### src/rtl/lock_entry_ctrl.sv
// lock_entry_ctrl: sequential front end for the combinational Lock checker.
// Captures a code on enter, presents it registered to Lock, samples z one
// cycle later and runs the open / retry / lockout sequence.
module lock_entry_ctrl #(
    parameter int unsigned OPEN_CYCLES    = 8,
    parameter int unsigned LOCKOUT_CYCLES = 16,
    parameter int unsigned MAX_FAILS      = 3
) (
    input  logic       clk,
    input  logic       rst_n,
    input  logic       enter,
    input  logic [5:0] code_in,
    input  logic       z_in,
    output logic [5:0] lock_code,
    output logic       open,
    output logic       alarm,
    output logic       busy,
    output logic [1:0] fail_cnt
);

    localparam int unsigned MaxCycles =
        (OPEN_CYCLES > LOCKOUT_CYCLES) ? OPEN_CYCLES : LOCKOUT_CYCLES;
    // Timer holds at most MaxCycles-1, so clog2(MaxCycles) bits suffice.
    localparam int unsigned TimerW = (MaxCycles > 1) ? $clog2(MaxCycles) : 1;

    typedef enum logic [1:0] {StIdle, StCheck, StOpen, StLockout} state_e;

    state_e              state_q;
    logic [TimerW-1:0]   timer_q;
    logic [5:0]          lock_code_q;
    logic [1:0]          fail_cnt_q;
    logic                last_fail;

    // This failure would be the one that reaches the lockout threshold.
    assign last_fail = (32'(fail_cnt_q) + 32'd1) >= MAX_FAILS;

    // Main FSM: code capture, z sampling, open/lockout timing.
    always_ff @(posedge clk or negedge rst_n) begin
        if (!rst_n) begin
            state_q     <= StIdle;
            timer_q     <= '0;
            lock_code_q <= '0;
            fail_cnt_q  <= '0;
        end else begin
            unique case (state_q)
                StIdle: begin
                    if (enter) begin
                        lock_code_q <= code_in;
                        state_q     <= StCheck;
                    end
                end
                StCheck: begin
                    if (z_in) begin
                        fail_cnt_q <= '0;
                        timer_q    <= TimerW'(OPEN_CYCLES - 1);
                        state_q    <= StOpen;
                    end else if (last_fail) begin
                        fail_cnt_q <= '0;
                        timer_q    <= TimerW'(LOCKOUT_CYCLES - 1);
                        state_q    <= StLockout;
                    end else begin
                        fail_cnt_q <= fail_cnt_q + 2'd1;
                        state_q    <= StIdle;
                    end
                end
                StOpen, StLockout: begin
                    // enter is ignored here, including on the return edge.
                    if (timer_q == '0) begin
                        lock_code_q <= '0;
                        state_q     <= StIdle;
                    end else begin
                        timer_q <= timer_q - TimerW'(1);
                    end
                end
                default: state_q <= StIdle;
            endcase
        end
    end

    // Outputs decoded from registered state only; reset drops them at once.
    assign lock_code = lock_code_q;
    assign fail_cnt  = fail_cnt_q;
    assign open      = (state_q == StOpen);
    assign alarm     = (state_q == StLockout);
    assign busy      = (state_q != StIdle);

endmodule

### config.mk
export PLATFORM = sky130hd
export DESIGN_NAME = lock_entry_ctrl
export DESIGN_NICKNAME = d
export VERILOG_FILES = /design/src/rtl/lock_entry_ctrl.sv
export SDC_FILE = /design/constraint.sdc
export NUM_CORES = 1
export LEC_CHECK = 0
export ABC_CLOCK_PERIOD_IN_PS = 1600
export CAP_MARGIN = 15
export CORE_MARGIN = 1
export CORE_UTILIZATION = 45
export DETAILED_ROUTE_END_ITERATION = 10
export PLACE_DENSITY_LB_ADDON = 0.08
export SKIP_CTS_REPAIR_TIMING = 1
export SLEW_MARGIN = 20
export SYNTH_ARGS = -nofsm -noshare
export SYNTH_HDL_FRONTEND = slang
export SYNTH_SLANG_ARGS = --single-unit
### constraint.sdc
create_clock -name clk -period 1.6 [get_ports clk]
set_input_delay 0.16 -clock clk [delete_from_list [all_inputs] [get_ports clk]]
set_output_delay 0.16 -clock clk [all_outputs]
set_load 0.02 [all_outputs]
==> run summary, run 1 <==
Total setup violations reported at the end of the flow: 0. At the placement stage, the worst setup path has a slack of 0.143 ns. Clock-pin slew was measured on the worst setup and hold paths at 0.09 ns.

Average wire length per cell after detail routing: 13.8 um. The number of diodes added for antenna fixing was 0; the fraction of layout instances using a drive strength above 1 was 14.0%. The run finished with clean final reports.

The first detailed-routing pass took 3 iterations. The most frequent standard cell in the layout excluding fill and tap cells is sky130_fd_sc_hd__clkdlybuf4s50_1. The run gives 352 um^2 as the area occupied by registers.

For this design the ratio of total power to cell area is 2000 mW/mm^2. The largest stage delay on the critical path is 0.63 ns, and the gate count after technology mapping is 64. The number of max-slew violations in the final report is 0, and the area inside the core boundary is 0.00151 mm^2. The logs give 0.734 for the global placer's final weighted congestion and 113 for the layout filler cell count. The number of nets in the synthesized netlist is 76. The clock buffer count from CTS was 3. The cell area after layout came out at 986 um^2. The share of the clock period used by the worst path after layout is 92.9%. Once placement finished, the instance area stood at 941 um^2. The area of the die came out at 0.00178 mm^2. In the routed design, unresolved DRC markers number 0. The worst setup path is launched from a flop. The total clock sinks was 14; the cell count after placement was 98.

The clock arrives with 0.00143 ns of skew. Leaving out filler cells and counting taps, the final layout contains 102. The tools report the multi-input combinational cell area as 344 um^2.

The family of cells with the greatest summed delay on the critical path is buffers and inverters. Headroom to the max-slew limit came out at 71.8%. The arrival time reported for the critical path endpoint was 1.33 ns. For the pin with the worst max-slew slack, the measured transition is 0.423 ns. The logs give 0.28 ns for the insertion delay to the later sink of the worst-skew pair and 569 for the total number of vias. The total routing resource utilization after global routing was 18.4%. Summing every instance area after synthesis gives 728 um^2. The logs give 48.3% for the effective utilization at floorplan and 1.40 mm for the total wire length. Summed over all cells, the static leakage comes to 0.469 nW. Counting distinct cell types in the post-synthesis netlist gives 25.

Static timing analysis puts the maximum clock frequency at 673 MHz. The initial antenna violation count was 0. The clock passes through at most 2 buffers. The total count of hold-check failures in the final report is 0, and the growth of design area from synthesis to finish is 35.4%. The first global-routing pass estimated 2.39 mm of wire.

The buffer and inverter count on the worst path came out at 1. The synthesized flop and latch total was 14; the worst path required time was 1.44 ns. The total of warnings raised by yosys came out at 0. The library cells used most frequently in the layout, excluding fill and tap cells, are sky130_fd_sc_hd__clkdlybuf4s50_1 (17), sky130_fd_sc_hd__dfrtp_1 (13), sky130_fd_sc_hd__mux2i_1 (8). The minimum clock period works out to 1.49 ns. Entering global routing, the biggest net connects 16 pins. The worst setup path is captured at an output port. Setup repair after global routing left no endpoint under its margin. The tightest hold path in the finished design has a slack of 0.182 ns. The width of the die is 42.2 um.

For the highest ir drop seen on vdd, the log shows 0.947 mV. The height of the chip was 42.2 um; the number of maximum-capacitance constraint violations was 0. The number of global-route vias before repair was 548.

The path type of the worst min-delay path is input port to async pin. 21 I/O pins were placed. For this block, the initial DRC count from the detailed router was 7. The cell type of the slowest stage on the worst timing path was sky130_fd_sc_hd__clkdlybuf4s50_1. The count of input and output buffers came out at 20. Row generation in the floorplan step produced 14 rows. Across all setup checks in the final design, the least slack found is 0.114 ns.

The average cell area after synthesis works out to 11.4 um^2. The sum of negative setup slack is 0 ns. The top fanout value on the critical path is 5. Average vias per placed instance: 5.58. The final antenna-violating net count was 0.

The post-detailed-placement half-perimeter wirelength is 996 um. Traced cell by cell, the critical path runs through clkdlybuf4s50_1. Once layout is complete, the utilization of the core stands at 65.4%. The part of the Yosys area used for sequential elements came out at 48.1%. The root buffer cell chosen for the clock tree is sky130_fd_sc_hd__clkbuf_4.

The worst setup path is of the flop to output port kind. The final global-route overflow total came out at 0. TritonCTS built the clock tree. The number of levels the H-tree was split into was 1; the number of nets in the layout was 99. The completed layout was analyzed and its total power is 1.97 mW.
==> logic make-up (layout without fill, tap and decap cells) <==
family / count (synthesis) / after routing / share of synthesized area [%]
simple gates: 16 / 16 / 14.1
mux: 9 / 9 / 12.5
compound gates: 16 / 16 / 17.2
fa+ha+maj: 2 / 2 / 3.44
buf+inv: 7 / 29 / 4.64
flops: 14 / 14 / 48.1
==> worst paths after layout <==
path | from | to | slack (ns) | cells past startpoint
worst max-delay path | fail_cnt[1] | fail_cnt[1] | 0.11 | 1
worst min-delay path | rst_n | fail_cnt[1] | 0.18 | 2
worst max register to register | timer_q[0] | timer_q[0] | 0.15 | 5
worst min register to register | timer_q[0] | timer_q[0] | 0.51 | 1
max in group asynchronous | rst_n | state_q[0] | 1.24 | 2
min in group clk | code_in[5] | lock_code[5] | 0.51 | 3
==> Yosys cell counts <==
library cell | number | area share [%]
sky130_fd_sc_hd__dfrtp_1 | 14 | 48
sky130_fd_sc_hd__mux2i_1 | 8 | 11
sky130_fd_sc_hd__o2bb2ai_1 | 6 | 7.2
sky130_fd_sc_hd__nand2b_1 | 4 | 3.4
sky130_fd_sc_hd__a21oi_1 | 3 | 2.1
sky130_fd_sc_hd__buf_2 | 3 | 2.1
sky130_fd_sc_hd__inv_1 | 3 | 1.5
sky130_fd_sc_hd__nand2_1 | 3 | 1.5
sky130_fd_sc_hd__ha_1 | 2 | 3.4
sky130_fd_sc_hd__nor2b_1 | 2 | 1.7
sky130_fd_sc_hd__or2_2 | 2 | 1.7
sky130_fd_sc_hd__a211oi_1 | 1 | 1.0
sky130_fd_sc_hd__a21o_1 | 1 | 1.0
sky130_fd_sc_hd__a22o_1 | 1 | 1.2
sky130_fd_sc_hd__a311o_1 | 1 | 1.4
sky130_fd_sc_hd__and2_1 | 1 | 0.86
sky130_fd_sc_hd__buf_4 | 1 | 1.0
sky130_fd_sc_hd__mux2_2 | 1 | 1.5
sky130_fd_sc_hd__nand3_1 | 1 | 0.69
sky130_fd_sc_hd__nor2_1 | 1 | 0.51
sky130_fd_sc_hd__nor4b_2 | 1 | 2.1
sky130_fd_sc_hd__o211ai_1 | 1 | 1.0
sky130_fd_sc_hd__o21a_1 | 1 | 1.0
sky130_fd_sc_hd__o32ai_1 | 1 | 1.2
sky130_fd_sc_hd__or3_4 | 1 | 1.5
==> state kept, by name (all words and copies together) (netlist names) <==
signal / count
lock_code: 6
timer_q: 4
fail_cnt: 2
state_q: 2
==> power by group <==
part / internal, mW / switching, mW
logic: 0.527 / 0.513
clock network: 0.139 / 0.121
registers: 0.522 / 0.149
total: 1.19 / 0.783
==> area by class of cell <==
cell class / count / area share (%)
Clock buffer: 4 / 3.68
Tap cell: 16 / 2.03
Sequential cell: 14 / 35.7
Inverter: 3 / 1.14
Multi-Input combinational cell: 43 / 34.9
Timing Repair Buffer: 22 / 22.6
==> layer usage <==
metal,part of all wire [%],global-route usage (%)
met5,0,0
met3,4.1,4.31
met2,47,27.7
met1,47,23.7
met4,1.8,11.3
Power figures use the tool's default switching activity.
==> inputs of run 2 (changes only) <==
--- a/config.mk
+++ b/config.mk
@@ -12,7 +12,7 @@
 export DETAILED_ROUTE_END_ITERATION = 10
 export PLACE_DENSITY_LB_ADDON = 0.08
 export SKIP_CTS_REPAIR_TIMING = 1
-export SLEW_MARGIN = 20
+export SLEW_MARGIN = 10
 export SYNTH_ARGS = -nofsm -noshare
 export SYNTH_HDL_FRONTEND = slang
 export SYNTH_SLANG_ARGS = --single-unit
==> results of run 2 <==
The final DEF is identical to that of run 1; final timing and power are the same.
